[src/rtl/conv_pool_sched_if.sv]
// Bus between the layer scheduler (master) and the CSR block, engine and OFM SRAM (slave).
// Every control line is a single-cycle strobe sampled at the rising edge of clk1; there is no back-pressure.
interface conv_pool_sched_if #(
   parameter int ADDR_WIDTH    = 16,
   parameter int IMG_CNT_WIDTH = 8
);
   logic                     cmd_start;
   logic [IMG_CNT_WIDTH-1:0] cmd_num_img;
   logic                     busy;
   logic                     done;
   logic                     error;
   logic [IMG_CNT_WIDTH-1:0] img_idx;
   logic                     start_conv;
   logic                     ifm_read;
   logic [ADDR_WIDTH-1:0]    ifm_addr;
   logic                     wgt_read;
   logic [ADDR_WIDTH-1:0]    wgt_addr;
   logic                     out_valid;
   logic                     end_pool;
   logic                     ofm_we;
   logic [ADDR_WIDTH-1:0]    ofm_addr;
   logic [2:0]               fsm_state;

   modport master (
      input  cmd_start, cmd_num_img, ifm_read, wgt_read, out_valid, end_pool,
      output busy, done, error, img_idx, start_conv, ifm_addr, wgt_addr,
             ofm_we, ofm_addr, fsm_state
   );

   modport slave (
      output cmd_start, cmd_num_img, ifm_read, wgt_read, out_valid, end_pool,
      input  busy, done, error, img_idx, start_conv, ifm_addr, wgt_addr,
             ofm_we, ofm_addr, fsm_state
   );
endinterface

[src/rtl/conv_pool_sched.sv]
// Batch scheduler for the fused conv+pool engine: issues start_conv per image and
// turns engine read/result strobes into IFM, weight and OFM SRAM addresses.
module conv_pool_sched #(
   parameter int IFM_SIZE       = 27,
   parameter int KERNEL_SIZE    = 5,
   parameter int STRIDE         = 1,
   parameter int PAD            = 2,
   parameter int KERNEL_POOL    = 3,
   parameter int STRIDE_POOL    = 2,
   parameter int CI             = 3,
   parameter int CO             = 8,
   parameter int ADDR_WIDTH     = 16,
   parameter int IMG_CNT_WIDTH  = 8,
   parameter int TIMEOUT_CYCLES = 1048576
) (
   input logic               clk1,
   input logic               rst,
   conv_pool_sched_if.master bus
);
   localparam int CONV_SIZE = (IFM_SIZE - KERNEL_SIZE + 2 * PAD) / STRIDE + 1;
   localparam int POOL_SIZE = (CONV_SIZE - KERNEL_POOL) / STRIDE_POOL + 1;
   localparam int IFM_WORDS = IFM_SIZE * IFM_SIZE * CI;
   localparam int WGT_WORDS = KERNEL_SIZE * KERNEL_SIZE * CI * CO;
   localparam int OUT_WORDS = POOL_SIZE * POOL_SIZE * CO;
   localparam int TW        = $clog2(TIMEOUT_CYCLES + 1);

   localparam logic [ADDR_WIDTH-1:0] IFM_LAST  = ADDR_WIDTH'(IFM_WORDS - 1);
   localparam logic [ADDR_WIDTH-1:0] IFM_STEP  = ADDR_WIDTH'(IFM_WORDS);
   localparam logic [ADDR_WIDTH-1:0] WGT_LAST  = ADDR_WIDTH'(WGT_WORDS - 1);
   localparam logic [ADDR_WIDTH-1:0] OUT_FULL  = ADDR_WIDTH'(OUT_WORDS);
   localparam logic [TW-1:0]         IDLE_LAST = TW'(TIMEOUT_CYCLES - 1);

   typedef enum logic [2:0] {IDLE, START, RUN, NEXT, DONE} state_t;

   state_t                   state, state_next;
   logic [IMG_CNT_WIDTH-1:0] num_img, img_idx;
   logic [ADDR_WIDTH-1:0]    ifm_base, ofm_base, ifm_cnt, wgt_cnt, out_cnt, end_cnt;
   logic [TW-1:0]            idle_cnt;
   logic                     error, accept, active, out_ok, timeout, last_img, clr_cnt;

   always_comb begin
      state_next = state;
      accept     = 1'b0;
      active     = bus.ifm_read | bus.wgt_read | bus.out_valid;
      out_ok     = bus.out_valid && (out_cnt != OUT_FULL);
      end_cnt    = out_cnt + ADDR_WIDTH'(out_ok);
      timeout    = !active && (idle_cnt == IDLE_LAST);
      last_img   = (img_idx == num_img - IMG_CNT_WIDTH'(1));
      case (state)
         IDLE: begin
            if (bus.cmd_start) begin
               accept     = 1'b1;
               state_next = (bus.cmd_num_img == '0) ? DONE : START;
            end
         end
         START: state_next = RUN;
         RUN: begin
            // A timeout abandons the whole batch, even if end_pool shows up the same cycle.
            if (timeout)           state_next = DONE;
            else if (bus.end_pool) state_next = last_img ? DONE : NEXT;
         end
         NEXT:    state_next = START;
         DONE:    state_next = IDLE;
         default: state_next = IDLE;
      endcase
   end

   always_ff @(posedge clk1) begin
      if (rst) state <= IDLE;
      else     state <= state_next;
   end

   assign clr_cnt = accept || (state == START) || (state == NEXT);

   always_ff @(posedge clk1) begin
      if (rst) begin
         error    <= 1'b0;
         num_img  <= '0;
         img_idx  <= '0;
         ifm_base <= '0;
         ofm_base <= '0;
         ifm_cnt  <= '0;
         wgt_cnt  <= '0;
         out_cnt  <= '0;
         idle_cnt <= '0;
      end else begin
         if (accept) begin
            error    <= 1'b0;
            num_img  <= bus.cmd_num_img;
            img_idx  <= '0;
            ifm_base <= '0;
            ofm_base <= '0;
         end
         if (clr_cnt) begin
            ifm_cnt  <= '0;
            wgt_cnt  <= '0;
            out_cnt  <= '0;
            idle_cnt <= '0;
         end
         if (state == NEXT) begin
            img_idx  <= img_idx + IMG_CNT_WIDTH'(1);
            ifm_base <= ifm_base + IFM_STEP;
            ofm_base <= ofm_base + OUT_FULL;
         end
         if (state == RUN) begin
            if (bus.ifm_read && (ifm_cnt != IFM_LAST)) ifm_cnt <= ifm_cnt + ADDR_WIDTH'(1);
            if (bus.wgt_read) wgt_cnt <= (wgt_cnt == WGT_LAST) ? '0 : wgt_cnt + ADDR_WIDTH'(1);
            if (out_ok) out_cnt <= out_cnt + ADDR_WIDTH'(1);
            idle_cnt <= active ? '0 : idle_cnt + TW'(1);
            // Error sources: surplus result beat, short image at end_pool, stalled engine.
            if (bus.out_valid && !out_ok)               error <= 1'b1;
            if (bus.end_pool && (end_cnt != OUT_FULL))  error <= 1'b1;
            if (timeout)                                error <= 1'b1;
         end
      end
   end

   assign bus.busy       = (state != IDLE);
   assign bus.done       = (state == DONE);
   assign bus.start_conv = (state == START);
   assign bus.error      = error;
   assign bus.img_idx    = img_idx;
   assign bus.ifm_addr   = ifm_base + ifm_cnt;
   assign bus.wgt_addr   = wgt_cnt;
   assign bus.ofm_addr   = ofm_base + out_cnt;
   assign bus.ofm_we     = (state == RUN) && out_ok;
   assign bus.fsm_state  = state;
endmodule

[src/flat_wrapper.sv]
// flat-port wrapper written by rule: the top's interface ports become plain ports
module conv_pool_sched_flat 
#(
   parameter int IFM_SIZE       = 27,
   parameter int KERNEL_SIZE    = 5,
   parameter int STRIDE         = 1,
   parameter int PAD            = 2,
   parameter int KERNEL_POOL    = 3,
   parameter int STRIDE_POOL    = 2,
   parameter int CI             = 3,
   parameter int CO             = 8,
   parameter int ADDR_WIDTH     = 16,
   parameter int IMG_CNT_WIDTH  = 8,
   parameter int TIMEOUT_CYCLES = 1048576
)
  (clk1, rst, bus_cmd_start, bus_cmd_num_img, bus_ifm_read, bus_wgt_read, bus_out_valid, bus_end_pool, bus_busy, bus_done, bus_error, bus_img_idx, bus_start_conv, bus_ifm_addr, bus_wgt_addr, bus_ofm_we, bus_ofm_addr, bus_fsm_state);
  conv_pool_sched_if #(.ADDR_WIDTH(ADDR_WIDTH), .IMG_CNT_WIDTH(IMG_CNT_WIDTH)) bus_i ();
  input logic clk1;
  input logic rst;
  input wire logic [$bits(bus_i.cmd_start)-1:0] bus_cmd_start;
  input wire logic [$bits(bus_i.cmd_num_img)-1:0] bus_cmd_num_img;
  input wire logic [$bits(bus_i.ifm_read)-1:0] bus_ifm_read;
  input wire logic [$bits(bus_i.wgt_read)-1:0] bus_wgt_read;
  input wire logic [$bits(bus_i.out_valid)-1:0] bus_out_valid;
  input wire logic [$bits(bus_i.end_pool)-1:0] bus_end_pool;
  output wire logic [$bits(bus_i.busy)-1:0] bus_busy;
  output wire logic [$bits(bus_i.done)-1:0] bus_done;
  output wire logic [$bits(bus_i.error)-1:0] bus_error;
  output wire logic [$bits(bus_i.img_idx)-1:0] bus_img_idx;
  output wire logic [$bits(bus_i.start_conv)-1:0] bus_start_conv;
  output wire logic [$bits(bus_i.ifm_addr)-1:0] bus_ifm_addr;
  output wire logic [$bits(bus_i.wgt_addr)-1:0] bus_wgt_addr;
  output wire logic [$bits(bus_i.ofm_we)-1:0] bus_ofm_we;
  output wire logic [$bits(bus_i.ofm_addr)-1:0] bus_ofm_addr;
  output wire logic [$bits(bus_i.fsm_state)-1:0] bus_fsm_state;
  assign bus_i.cmd_start = bus_cmd_start;
  assign bus_i.cmd_num_img = bus_cmd_num_img;
  assign bus_i.ifm_read = bus_ifm_read;
  assign bus_i.wgt_read = bus_wgt_read;
  assign bus_i.out_valid = bus_out_valid;
  assign bus_i.end_pool = bus_end_pool;
  assign bus_busy = bus_i.busy;
  assign bus_done = bus_i.done;
  assign bus_error = bus_i.error;
  assign bus_img_idx = bus_i.img_idx;
  assign bus_start_conv = bus_i.start_conv;
  assign bus_ifm_addr = bus_i.ifm_addr;
  assign bus_wgt_addr = bus_i.wgt_addr;
  assign bus_ofm_we = bus_i.ofm_we;
  assign bus_ofm_addr = bus_i.ofm_addr;
  assign bus_fsm_state = bus_i.fsm_state;
  conv_pool_sched #(.IFM_SIZE(IFM_SIZE), .KERNEL_SIZE(KERNEL_SIZE), .STRIDE(STRIDE), .PAD(PAD), .KERNEL_POOL(KERNEL_POOL), .STRIDE_POOL(STRIDE_POOL), .CI(CI), .CO(CO), .ADDR_WIDTH(ADDR_WIDTH), .IMG_CNT_WIDTH(IMG_CNT_WIDTH), .TIMEOUT_CYCLES(TIMEOUT_CYCLES)) u_core (.clk1(clk1), .rst(rst), .bus(bus_i));
endmodule
[config.mk]
export PLATFORM = sky130hd
export DESIGN_NAME = conv_pool_sched_flat
export DESIGN_NICKNAME = d
export VERILOG_FILES = /design/src/rtl/conv_pool_sched_if.sv /design/src/rtl/conv_pool_sched.sv /design/src/flat_wrapper.sv
export SDC_FILE = /design/constraint.sdc
export NUM_CORES = 1
export LEC_CHECK = 0
export CORE_MARGIN = 1
export CORE_UTILIZATION = 62
export CTS_BUF_LIST = sky130_fd_sc_hd__clkbuf_4 sky130_fd_sc_hd__clkbuf_8 sky130_fd_sc_hd__clkbuf_16
export DETAILED_ROUTE_END_ITERATION = 6
export MAX_ROUTING_LAYER = met4
export PLACE_DENSITY = 0.85
export SYNTH_ARGS = -nofsm -noshare
export SYNTH_HDL_FRONTEND = slang
export SYNTH_SLANG_ARGS = --single-unit
[constraint.sdc]
create_clock -name clk1 -period 4.24 [get_ports clk1]
set_input_delay 1.06 -clock clk1 [delete_from_list [all_inputs] [get_ports clk1]]
set_output_delay 1.06 -clock clk1 [all_outputs]
set_load 0.1 [all_outputs]
==> flow_metrics.tcl, run 1 <==
set metrics [dict create \
    totalWireLength_mm 19.66 \
    avgSynthCellArea_sq_um 7.786 \
    tightest_slew_ns 1.011 \
    syn2layout_area_growth_pct 20.53 \
    place_inst 1139 \
    synthTopCellsByCount "dfxtp_1 (118), nor2_1 (107), nand2_1 (100)" \
    grt_pass1_vias 6828 \
    clockRootBuffer "clkbuf_16" \
    start_kind "flip-flop" \
    p_seq_frac 0.357 \
    clock_sinks 118 \
    grt_first_pass_wirelength_mm 32.80 \
    yosys_warnings 0 \
    synth_top_cell_by_area "dfxtp_1" \
    port_buffers 78 \
    dieHeight_microns 111.3 \
    p_sw_frac 0.3022 \
    crit_slowest_cell "dfxtp_1" \
    peakVddDrop_v 0.0002656 \
    grt_max_degree 69 \
    die_area_sq_um 12380 \
    io-pin-count 79 \
    crit_buf_inv 1 \
    netlist.area_leader.share 0.3190 \
    utilization 0.7750 \
    num-nets-final 1070 \
    syn_nets 1006 \
    clk_pin_slew_ns 0.05 \
    postSynthCellCount 951 \
    hp-class "reg2reg" \
    fp.dieW_microns 111.3 \
    initial_core_util 0.6430 \
    ys_ff_latch 118 \
    rsz0062_at_grt "no" \
    powerDensity_nw_per_um2 367.4 \
    critPathMaxFanout 8 \
    grt_usage 0.3317 \
    hold_viol_final 0 \
    vias 7430 \
    min_period_ns 4.028 \
    yosysSeqAreaShare 0.3190 \
    power_switching_mw 0.9907 \
    fin_cells 1171 \
    drc_errors 10 \
    slowest_delay_ns 0.48 \
    critical-path-top-delay-family "compound AO/OA/AOI/OAI gates" \
    clkPwrFrac 0.456 \
    cts-htree-levels 4 \
    synth-edff-count 0 \
    p_leak_nw 3.445 \
    timing.hold.ws_ns 0.4779 \
    syn-cell-area_sq_um 7405 \
    critical_path_class "reg2out" \
    path_cells "ha_1 > a211oi_2 > o21ai_0 > a31oi_1 > o21ai_0 > and4_1 > nor3_2 > buf_12" \
    max-slew-margin-rel 0.3237 \
    violations "design-rule violations" \
    n_antenna_cell 0 \
    gr-total-overflow 0 \
    row_count 39 \
    synth_most_common_cell "dfxtp_1" \
    cp_common_cell "o21ai_0" \
    clkLatencyLatePin_ns 0.42 \
    async_flop_share 0 \
    drv_cap 0 \
    power_mw 3.279 \
    wl_per_cell_microns 16.79 \
    worstPathRequired_ns 3.18 \
    power_frac_comb 0.186 \
    cts_made_buffers 17 \
    endpoint_kind "output pin" \
    status "complete, but fails checks" \
    clock_skew_ns 0.01104 \
    grt_antenna_before_repair 0 \
    cts_tree "done" \
    ant_nets 0 \
    slew_violations 0 \
    arrival_ns 2.97 \
    place_congestion 0.8773 \
    firstDrtPassIters 7 \
    drive_gt1_frac 0.1031 \
    fin_crit_sh 0.9499 \
    max_freq_ghz 0.2483 \
    yosys-top-cells-area "dfxtp_1 (32%), ha_1 (6.6%), a21oi_1 (6.2%), nor2_1 (5.4%), nand2_1 (5.1%)" \
    viasPerCell 6.345 \
    intPower_mw 2.288 \
    finalSetupViolCount 0 \
    drt_iter0_drc 612 \
    synthFlopType "dfxtp_1" \
    netlist-cell-type-count 70 \
    dpl.hpwl_mm 13.07 \
    core_area_sq_um 11520 \
    clock_path_buffers 2 \
]
registers in the layout, indices dropped and copies added, names as in the netlist:
name / flops
u_core.out_cnt: 16
u_core.idle_cnt: 21
u_core.num_img: 8
u_core.bus.error: 1
u_core.ifm_cnt: 16
u_core.bus.fsm_state: 3
u_core.bus.wgt_addr: 16
u_core.ifm_base: 16
u_core.ofm_base: 13
u_core.bus.img_idx: 8
stage by stage:
step / instance area (sq um) / setup TNS (ns) / setup WS (ns)
global route: 8925 / 0 / 0.06517
floorplan: 7437 / -0.6930 / -0.6930
finish: 8925 / 0 / 0.2124
CTS: 8920 / 0 / 0.1003
detailed placement: 8302 / 0 / 0.5239
global placement: 8302 / 0 / 0.6510
per-layer routing:
metal	GRT usage	vias up	wire (microns)
li1	-	3614	-
met1	0.4053	3474	8383
met2	0.5479	293	9581
met3	0.07108	49	1303
met4	0.1009	0	388
met5	-	-	0
worst paths after layout:
check               startpoint                 to  slack, ns  depth (start not counted)
max          u_core.out_cnt[4]   bus_ofm_addr[15]       0.21                          8
min          u_core.num_img[7]  u_core.num_img[7]       0.48                          2
max reg2reg  u_core.out_cnt[2]   u_core.bus.error       0.94                         11
min reg2reg  u_core.num_img[7]  u_core.num_img[7]       0.48                          2
cell type report:
class | count | area [sq um]
Multi-Input combinational cell | 765 | 4806
Tap cell | 143 | 178.9
Clock inverter | 8 | 121.4
Sequential cell | 118 | 2362
Clock buffer | 24 | 496.7
Fill cell | 837 | 2591
Inverter | 25 | 93.84
Timing Repair Buffer | 88 | 865.8
logic make-up (layout without fill, tap and decap cells):
| kind of cell | count (synthesis) | in the layout | synth area share |
|---|---|---|---|
| flip-flops | 118 | 118 | 0.3190 |
| multiplexers | 14 | 14 | 0.02028 |
| XOR/XNOR | 50 | 50 | 0.05914 |
| adder cells (fa/ha/maj) | 40 | 40 | 0.06860 |
| buffers and inverters | 68 | 145 | 0.03785 |
| AO/OA/AOI/OAI | 256 | 256 | 0.2163 |
| AND/OR/NAND/NOR | 405 | 405 | 0.2788 |
cell usage in the layout (no fill, tap or decap), types with 7 or more instances in the layout:
| cell | Yosys | final |
|---|---|---|
| buf_12 | 0 | 7 |
| a21oi_1 | 91 | 91 |
| nand3_1 | 41 | 41 |
| dfxtp_1 | 118 | 118 |
| and3_1 | 17 | 17 |
| inv_1 | 24 | 24 |
| mux2_2 | 8 | 8 |
| nor4_1 | 16 | 16 |
| nor2_1 | 107 | 107 |
| o21ai_0 | 54 | 54 |
| nand3b_1 | 12 | 12 |
| nor3_1 | 23 | 22 |
| o21a_1 | 10 | 10 |
| a21o_1 | 8 | 8 |
| buf_4 | 3 | 34 |
| clkbuf_16 | 0 | 17 |
| ha_1 | 39 | 39 |
| nand4_1 | 11 | 11 |
| or3_1 | 16 | 16 |
| o211ai_1 | 14 | 14 |
| nand2_1 | 100 | 100 |
| clkdlybuf4s50_1 | 0 | 47 |
| xnor2_1 | 29 | 26 |
| o2111ai_1 | 8 | 8 |
| and4_1 | 7 | 7 |
| and2_1 | 14 | 14 |
| xor2_1 | 21 | 21 |
| a31oi_1 | 15 | 15 |
power groups by stage:
stage | sequential (mW) | combinational (mW) | clock (mW)
floorplan | 1.23 | 0.395 | 0
global placement | 1.19 | 0.589 | 0
detailed placement | 1.19 | 0.596 | 0
CTS | 1.17 | 0.604 | 1.50
global route | 1.18 | 0.658 | 1.55
finish | 1.17 | 0.610 | 1.50
tightest hold or removal path, cell delays in order (launching register included):
cell,delay [ns]
dfxtp_1,0.32
nand2_1,0.06
a21oi_1,0.05
repair_timing:
action,4_1_cts,5_1_grt
resized for setup,0,1
buffers inserted,0,0
hold buffers,0,0
setup endpoints to repair,0,1
Note: power is estimated with default switching activity, not from simulation.
==> run 2, diff against run 1 <==
--- a/config.mk
+++ b/config.mk
@@ -11,6 +11,7 @@
 export DETAILED_ROUTE_END_ITERATION = 6
 export MAX_ROUTING_LAYER = met4
 export PLACE_DENSITY = 0.85
+export SLEW_MARGIN = 20
 export SYNTH_ARGS = -nofsm -noshare
 export SYNTH_HDL_FRONTEND = slang
 export SYNTH_SLANG_ARGS = --single-unit
==> results of run 2 <==
No change in the layout: final DEF, timing and power equal those of run 1.
